`src/rtl/operand_issue_ctrl.sv`:
```
`default_nettype none
// ============================================================================
// Module   : operand_issue_ctrl
// Purpose  : Shares a 3-slot operand accumulator between NUM_REQ byte-stream
//            requesters. A round-robin winner streams 1..3 bytes into the
//            accumulator (PUT). Put then drops for one cycle so the
//            accumulator publishes r0..r2 (FLUSH). A command-valid handshake
//            is then held towards the execute stage until it is acknowledged
//            (ISSUE).
// Revision : 1.0 - initial release
//
// Optional feature macro: CMD_TIMEOUT_EN
//   When defined, ISSUE gives up after TIMEOUT_CYC cycles without cmd_ack_i.
//   In that case cmd_valid is dropped, cmd_err pulses and the FSM returns to
//   IDLE. When undefined, ISSUE waits for cmd_ack_i indefinitely.
//
// Ports:
//   clk          system clock, rising edge
//   rst_n        asynchronous active-low reset
//   req_i        per-requester command request (held until last byte taken)
//   req_len_i    per-requester byte count, 2 bits each (1..3, 0 = invalid)
//   req_data_i   per-requester current byte, DATA_W bits each
//   req_ready_o  per-requester byte accepted this cycle
//   acc_put_o    accumulator putFlag
//   acc_value_o  accumulator value
//   cmd_valid_o  r0..r2 hold a complete command
//   cmd_src_o    requester index owning the command
//   cmd_len_o    number of valid operand bytes
//   cmd_ack_i    execute stage consumed the command
//   cmd_err_o    one-cycle pulse: invalid length, abort or timeout
//   busy_o       controller not in IDLE
// ============================================================================
module operand_issue_ctrl #(
  parameter int NUM_REQ     = 2,
  parameter int DATA_W      = 8,
  parameter int TIMEOUT_CYC = 16
) (
  input  logic                      clk,
  input  logic                      rst_n,
  input  logic [NUM_REQ-1:0]        req_i,
  input  logic [2*NUM_REQ-1:0]      req_len_i,
  input  logic [DATA_W*NUM_REQ-1:0] req_data_i,
  output logic [NUM_REQ-1:0]        req_ready_o,
  output logic                      acc_put_o,
  output logic [DATA_W-1:0]         acc_value_o,
  output logic                      cmd_valid_o,
  output logic [1:0]                cmd_src_o,
  output logic [1:0]                cmd_len_o,
  input  logic                      cmd_ack_i,
  output logic                      cmd_err_o,
  output logic                      busy_o
);

  typedef enum logic [1:0] {
    S_IDLE  = 2'd0,
    S_PUT   = 2'd1,
    S_FLUSH = 2'd2,
    S_ISSUE = 2'd3
  } state_e;

  state_e     state_q, state_d;
  logic [1:0] grant_q, grant_d;
  logic [1:0] rr_q,    rr_d;
  logic [1:0] len_q,   len_d;
  logic [1:0] cnt_q,   cnt_d;
  logic       abort_q, abort_d;
  // rej_q marks the single IDLE cycle that reports a zero-length request.
  logic       rej_q,   rej_d;

`ifdef CMD_TIMEOUT_EN
  localparam int TO_W = (TIMEOUT_CYC > 1) ? $clog2(TIMEOUT_CYC) : 1;
  logic [TO_W-1:0] to_cnt_q, to_cnt_d;
  logic            to_q,     to_d;
`endif

  logic       w_hit;
  logic [1:0] w_win;
  logic [1:0] w_win_len;
  logic       w_req_grant;

  function automatic logic [1:0] f_next_rr(input logic [1:0] g);
    f_next_rr = (g == 2'(NUM_REQ - 1)) ? 2'd0 : g + 2'd1;
  endfunction

  // Round-robin scan. The first loop finds the lowest asserted index overall
  // (the wrap-around candidate). The second loop overrides it with the lowest
  // asserted index at or above rr_q, when one exists.
  always_comb begin
    w_hit = 1'b0;
    w_win = 2'd0;
    for (int k = NUM_REQ - 1; k >= 0; k--) begin
      if (req_i[k]) begin
        w_hit = 1'b1;
        w_win = 2'(k);
      end
    end
    for (int k = NUM_REQ - 1; k >= 0; k--) begin
      if (req_i[k] && (2'(k) >= rr_q)) begin
        w_win = 2'(k);
      end
    end
  end

  always_comb begin
    w_win_len   = 2'd0;
    w_req_grant = 1'b0;
    for (int k = 0; k < NUM_REQ; k++) begin
      if (w_win == 2'(k)) begin
        w_win_len = req_len_i[2*k +: 2];
      end
      if (grant_q == 2'(k)) begin
        w_req_grant = req_i[k];
      end
    end
  end

  // Next-state logic
  always_comb begin
    state_d = state_q;
    grant_d = grant_q;
    rr_d    = rr_q;
    len_d   = len_q;
    cnt_d   = cnt_q;
    abort_d = abort_q;
    rej_d   = 1'b0;
`ifdef CMD_TIMEOUT_EN
    to_cnt_d = '0;
    to_d     = 1'b0;
`endif
    unique case (state_q)
      S_IDLE: begin
        // No scan during the reject cycle. The rejected requester is still
        // holding req while it sees its ready pulse and must not be
        // rejected twice.
        if (!rej_q && w_hit) begin
          grant_d = w_win;
          len_d   = w_win_len;
          cnt_d   = 2'd0;
          abort_d = 1'b0;
          if (w_win_len == 2'd0) begin
            rej_d = 1'b1;
            rr_d  = f_next_rr(w_win);
          end else begin
            state_d = S_PUT;
          end
        end
      end
      S_PUT: begin
        cnt_d = cnt_q + 2'd1;
        if (!w_req_grant) begin
          // The byte on the bus this cycle is still consumed. Flush and
          // discard the command.
          abort_d = 1'b1;
          state_d = S_FLUSH;
        end else if (cnt_q == len_q - 2'd1) begin
          state_d = S_FLUSH;
        end
      end
      S_FLUSH: begin
        if (abort_q) begin
          state_d = S_IDLE;
          rr_d    = f_next_rr(grant_q);
        end else begin
          state_d = S_ISSUE;
        end
      end
      S_ISSUE: begin
        if (cmd_ack_i) begin
          state_d = S_IDLE;
          rr_d    = f_next_rr(grant_q);
`ifdef CMD_TIMEOUT_EN
        end else if (to_cnt_q == TO_W'(TIMEOUT_CYC - 1)) begin
          state_d = S_IDLE;
          rr_d    = f_next_rr(grant_q);
          to_d    = 1'b1;
        end else begin
          to_cnt_d = to_cnt_q + 1'b1;
`endif
        end
      end
      default: state_d = S_IDLE;
    endcase
  end

  always_ff @(posedge clk or negedge rst_n) begin
    if (!rst_n) begin
      state_q <= S_IDLE;
      grant_q <= 2'd0;
      rr_q    <= 2'd0;
      len_q   <= 2'd0;
      cnt_q   <= 2'd0;
      abort_q <= 1'b0;
      rej_q   <= 1'b0;
    end else begin
      state_q <= state_d;
      grant_q <= grant_d;
      rr_q    <= rr_d;
      len_q   <= len_d;
      cnt_q   <= cnt_d;
      abort_q <= abort_d;
      rej_q   <= rej_d;
    end
  end

`ifdef CMD_TIMEOUT_EN
  always_ff @(posedge clk or negedge rst_n) begin
    if (!rst_n) begin
      to_cnt_q <= '0;
      to_q     <= 1'b0;
    end else begin
      to_cnt_q <= to_cnt_d;
      to_q     <= to_d;
    end
  end
`endif

  // Moore output decode
  always_comb begin
    acc_put_o   = (state_q == S_PUT);
    cmd_valid_o = (state_q == S_ISSUE);
    cmd_src_o   = (state_q == S_ISSUE) ? grant_q : 2'd0;
    cmd_len_o   = (state_q == S_ISSUE) ? len_q   : 2'd0;
    busy_o      = (state_q != S_IDLE);
    cmd_err_o   = rej_q | ((state_q == S_FLUSH) && abort_q);
`ifdef CMD_TIMEOUT_EN
    cmd_err_o   = cmd_err_o | to_q;
`endif
    acc_value_o = '0;
    req_ready_o = '0;
    for (int k = 0; k < NUM_REQ; k++) begin
      if (grant_q == 2'(k)) begin
        req_ready_o[k] = (state_q == S_PUT) | rej_q;
        if (state_q == S_PUT) begin
          acc_value_o = req_data_i[k*DATA_W +: DATA_W];
        end
      end
    end
  end

endmodule
`default_nettype wire

```
`config.mk`:
```
export PLATFORM = sky130hd
export DESIGN_NAME = operand_issue_ctrl
export DESIGN_NICKNAME = d
export VERILOG_FILES = /design/src/rtl/operand_issue_ctrl.sv
export SDC_FILE = /design/constraint.sdc
export NUM_CORES = 1
export LEC_CHECK = 0
export CORE_ASPECT_RATIO = 0.9
export CORE_MARGIN = 4
export CORE_UTILIZATION = 41
export DETAILED_ROUTE_END_ITERATION = 6
export GPL_ROUTABILITY_DRIVEN = 1
export GPL_TIMING_DRIVEN = 1
export MAX_ROUTING_LAYER = met4
export PLACE_DENSITY = 0.94
export SYNTH_ARGS = -nofsm -noshare
export SYNTH_HDL_FRONTEND = slang
export SYNTH_SLANG_ARGS = --single-unit
```
`constraint.sdc`:
```
create_clock -name clk -period 2.9 [get_ports clk]
set_input_delay 0.29 -clock clk [delete_from_list [all_inputs] [get_ports clk]]
set_output_delay 0.29 -clock clk [all_outputs]
set_load 0.05 [all_outputs]
```
==> results of run 1 <==
## cells by family (layout without fill, tap and decap cells)
family	count (synthesis)	in the layout
mux	12	12
buf+inv	10	47
flops	10	10
simple gates	41	41
other cells	1	1
xor+xnor	1	1
compound gates	15	15
## routing by layer
metal	vias to the layer above	GRT usage, %
met3	2	4.587
met1	356	15.25
li1	391	-
met4	0	7.234
met5	-	-
met2	42	27.02
## synthesized netlist by cell type (all sizes together)
master,instances,share of area (%)
a21boi,1,0.96
a21oi,2,1.3
a221o,1,1.3
a221oi,1,1.1
and2,1,0.80
and3,4,3.9
and4,1,1.1
buf,7,5.5
conb,1,0.48
dfrtp,10,32
inv,3,1.4
mux2,1,1.4
mux2i,11,14
nand2,7,3.7
nand2b,1,1.8
nand3,3,3.2
nand3b,1,0.96
nor2,17,8.2
nor2b,2,1.6
nor3,1,0.64
nor4,1,0.80
o21a,1,0.96
o21ai,5,5.1
o21bai,1,0.96
o22ai,1,0.80
o311a,1,1.3
o31ai,1,0.96
or2,1,0.80
or4,1,1.4
xnor2,1,1.1
## critical path, cell delays in order (launching register included)
cell and delay, ps:
dfrtp_1 480, inv_2 120, nand2_1 260, inv_2 180, nor2_1 80, nor2b_1 110, clkdlybuf4s50_1 810
## flip-flops by register name, indices dropped and copies added, names as in the netlist
register,count
abort_q,1
cnt_q,2
grant_q,1
len_q,2
rej_q,1
rr_q,1
state_q,2
## area by class of cell
cell class	count	area share, %
Clock buffer	3	1.879
Inverter	3	0.9395
Sequential cell	10	20.88
Tap cell	24	2.505
Timing Repair Buffer	41	34.24
Multi-Input combinational cell	70	39.56
## power groups by stage
stage / logic (mW) / registers [mW] / clock network [mW]
5_1_grt: 0.974 / 0.321 / 0.0989
3_3_place_gp: 0.910 / 0.303 / 0
4_1_cts: 0.923 / 0.309 / 0.0938
6_report: 0.914 / 0.310 / 0.0881
3_5_place_dp: 0.919 / 0.313 / 0
2_1_floorplan: 0.739 / 0.241 / 0
## per-stage QoR
stage	utilization, %	cell area (um^2)	std cells	hold slack [ps]
2_1_floorplan	-	778.2	90	-5.591
3_3_place_gp	67.82	1176	148	505.1
3_5_place_dp	67.82	1176	148	509.6
4_1_cts	69.12	1199	151	350.8
5_1_grt	69.12	1199	151	375.7
6_report	69.12	1199	151	340.5
## worst max path at each step
| stage | start | endpoint | slack, ps | cells past startpoint |
|---|---|---|---|---|
| finish | state_q[1] | req_ready_o[1] | 320 | 6 |
| detailed placement | state_q[1] | req_ready_o[1] | 590 | 6 |
| floorplan | state_q[1] | req_ready_o[1] | 920 | 6 |
| global route | state_q[1] | req_ready_o[1] | 190 | 6 |
| CTS | state_q[1] | req_ready_o[1] | 300 | 6 |
| global placement | state_q[1] | req_ready_o[1] | 670 | 6 |
==> out/results.md, run 1 <==
| Quantity | Value |
|---|---|
| Wirelength, routed | 2020 um |
| Detailed-routing wirelength on met1 | 802 um |
| Synth Net Count | 115 |
| Area of the mapped netlist | 778.2 um^2 |
| Starting density of the core | 44.88% |
| Weighted congestion at the end of routability-driven global placement | 0.8754 |
| Switching Share | 54.06% |
| Data required time of the worst path | 2610 ps |
| Maximum ir drop on the vdd rail | 0.5409 mV |
| Total CTS buffers | 3 |
| Number of iterations in the first detailed-routing pass | 4 |
| Share of synthesized cell area in full adder, half adder and majority cells | 0% |
| Worst slew margin relative to its limit | 56.88% |
| CTS Root Buffer Type | clkbuf_4 |
| Worst r2r src | grant_q[0] |
| Clock tree from TritonCTS | yes |
| Layout-stage area growth over the synthesis result | 54.02% |
| Total count of max-transition violations in the final report | 0 |
| Post-synthesis area per instance | 8.647 um^2 |
| FF-to-FF path depth | 3 |
| Leakage | 0.5064 nW |
| Clock Tree Buf Depth | 2 |
| Path type of the worst setup path | flop to output pin |
| Total design power | 1.312 mW |
| Cells after Synth | 90 |
| DP Wirelength | 1693 um |
| Post-CTS setup buffers | 0 |
| Total negative slack | 0 ps |
| Count of final setup violators | 0 |
| R2R setup slack | 1240 ps |
| Nets | 154 |
| Number of antenna repair diodes | 0 |
| Warnings from Yosys | 0 |
| Status | finished, final reports clean |
| RR Endpoint | state_q[0] |
| All-layer global routing usage | 15.54% |
| Count of state elements after synthesis | 10 |
| Number of placed I/O pins | 43 |
| Clock Power Share | 6.7% |
| Clock transition at the register clock pins on the worst setup and hold paths after CTS | 60 ps |
| Share of cell area taken by muxes after synthesis | 15.59% |
| Share of the clock period used by the worst path after layout | 88.90% |
| Vias in the first global route | 730 |
| Total area of multi-input combinational cells | 474.2 um^2 |
| Die outline width | 53.93 um |
| Count of endpoints failing hold in the final timing report | 0 |
| Crit path setup slack, layout | 321.9 ps |
| Sequential-to-total area share from yosys stat | 32.15% |
| Total power density per cell area | 1095 mW/mm^2 |
| Detailed-route vias per instance | 5.238 |
| Flip-flop and latch area | 250.2 um^2 |
| RSZ-0062 raised after global routing | false |
| Number of I/O port buffers | 41 |
| Kind of path behind the tightest hold check | input pin to asynchronous set/reset pin |
| Most common library cell in the layout ignoring fill and taps | clkdlybuf4s50_1 |
| CP Data Arrival Time | 2290 ps |
| Simple-Gate Fraction of Synth Area | 28.94% |
| Top library cells by usage in the layout, fill and taps aside | 41 x clkdlybuf4s50_1, 17 x nor2_1, 11 x mux2i_1 |
| Worst setup SP type | flop |
| Peak Freq | 0.3879 GHz |
| Sink Count | 10 |
| PostCTS Resize Cnt | 0 |
| Power Internal | 602.9 uW |
| Number of inserted filler cells in the final layout | 140 |
| Initial antenna violation count | 0 |
| Post-layout min period | 2578 ps |
| Complex-gate fraction of the synthesized area | 14.79% |
| Count of cell types in the netlist | 38 |
| Number of violations of the max-capacitance limit | 0 |
| Worst slack, placed | 587.3 ps |
| Worst-Margin Slew | 646.8 ps |
| Share of post-route cells with drive strength above 1 | 13.39% |
| Met3 WL | 282 um |
| Clock skew after layout | 7.287 ps |
| Skew-Pair Late Insertion Delay | 260 ps |
| Switch Pwr | 709.4 uW |
| Cell Rows | 14 |
| Iteration-0 DRC count of the detailed router | 12 |
| Power share of the sequential group | 23.6% |
| Crit path capture type | output pin |
| Via Count | 791 |
| Vert. Die Dim | 49.33 um |
| Fraction of synthesized cell area in xor and xnor cells | 1.125% |
| Overall die area | 0.002660 mm^2 |
| Routed met2 length | 928 um |
| Average wire length per cell after detail routing | 13.38 um |
| Number of buffers added to fix hold violations after cts | 0 |
| H-tree depth reported by CTS | 1 |
| DRC violation count after routing | 0 |
| Remaining antenna violation count after routing | 0 |
| Residual overflow from global routing | 0 |
| Largest net degree at the start of global routing | 15 |
| Highest layer used for signal routing | met4 |
| Critical path fanouts, max | 12 |
| Main combinational cell family by area after synthesis | simple AND/OR/NAND/NOR gates |
| Global-route wire length before repair | 3001 um |
| Placeable core region | 0.001734 mm^2 |
| Share of total power in combinational logic | 69.7% |
Note: power is estimated with default switching activity, not from simulation.
==> inputs of run 2 (changes only) <==
CAP_MARGIN = 10   (was default)
==> results of run 2 <==
Same layout as run 1: the final DEF is identical, and so are final timing and power.
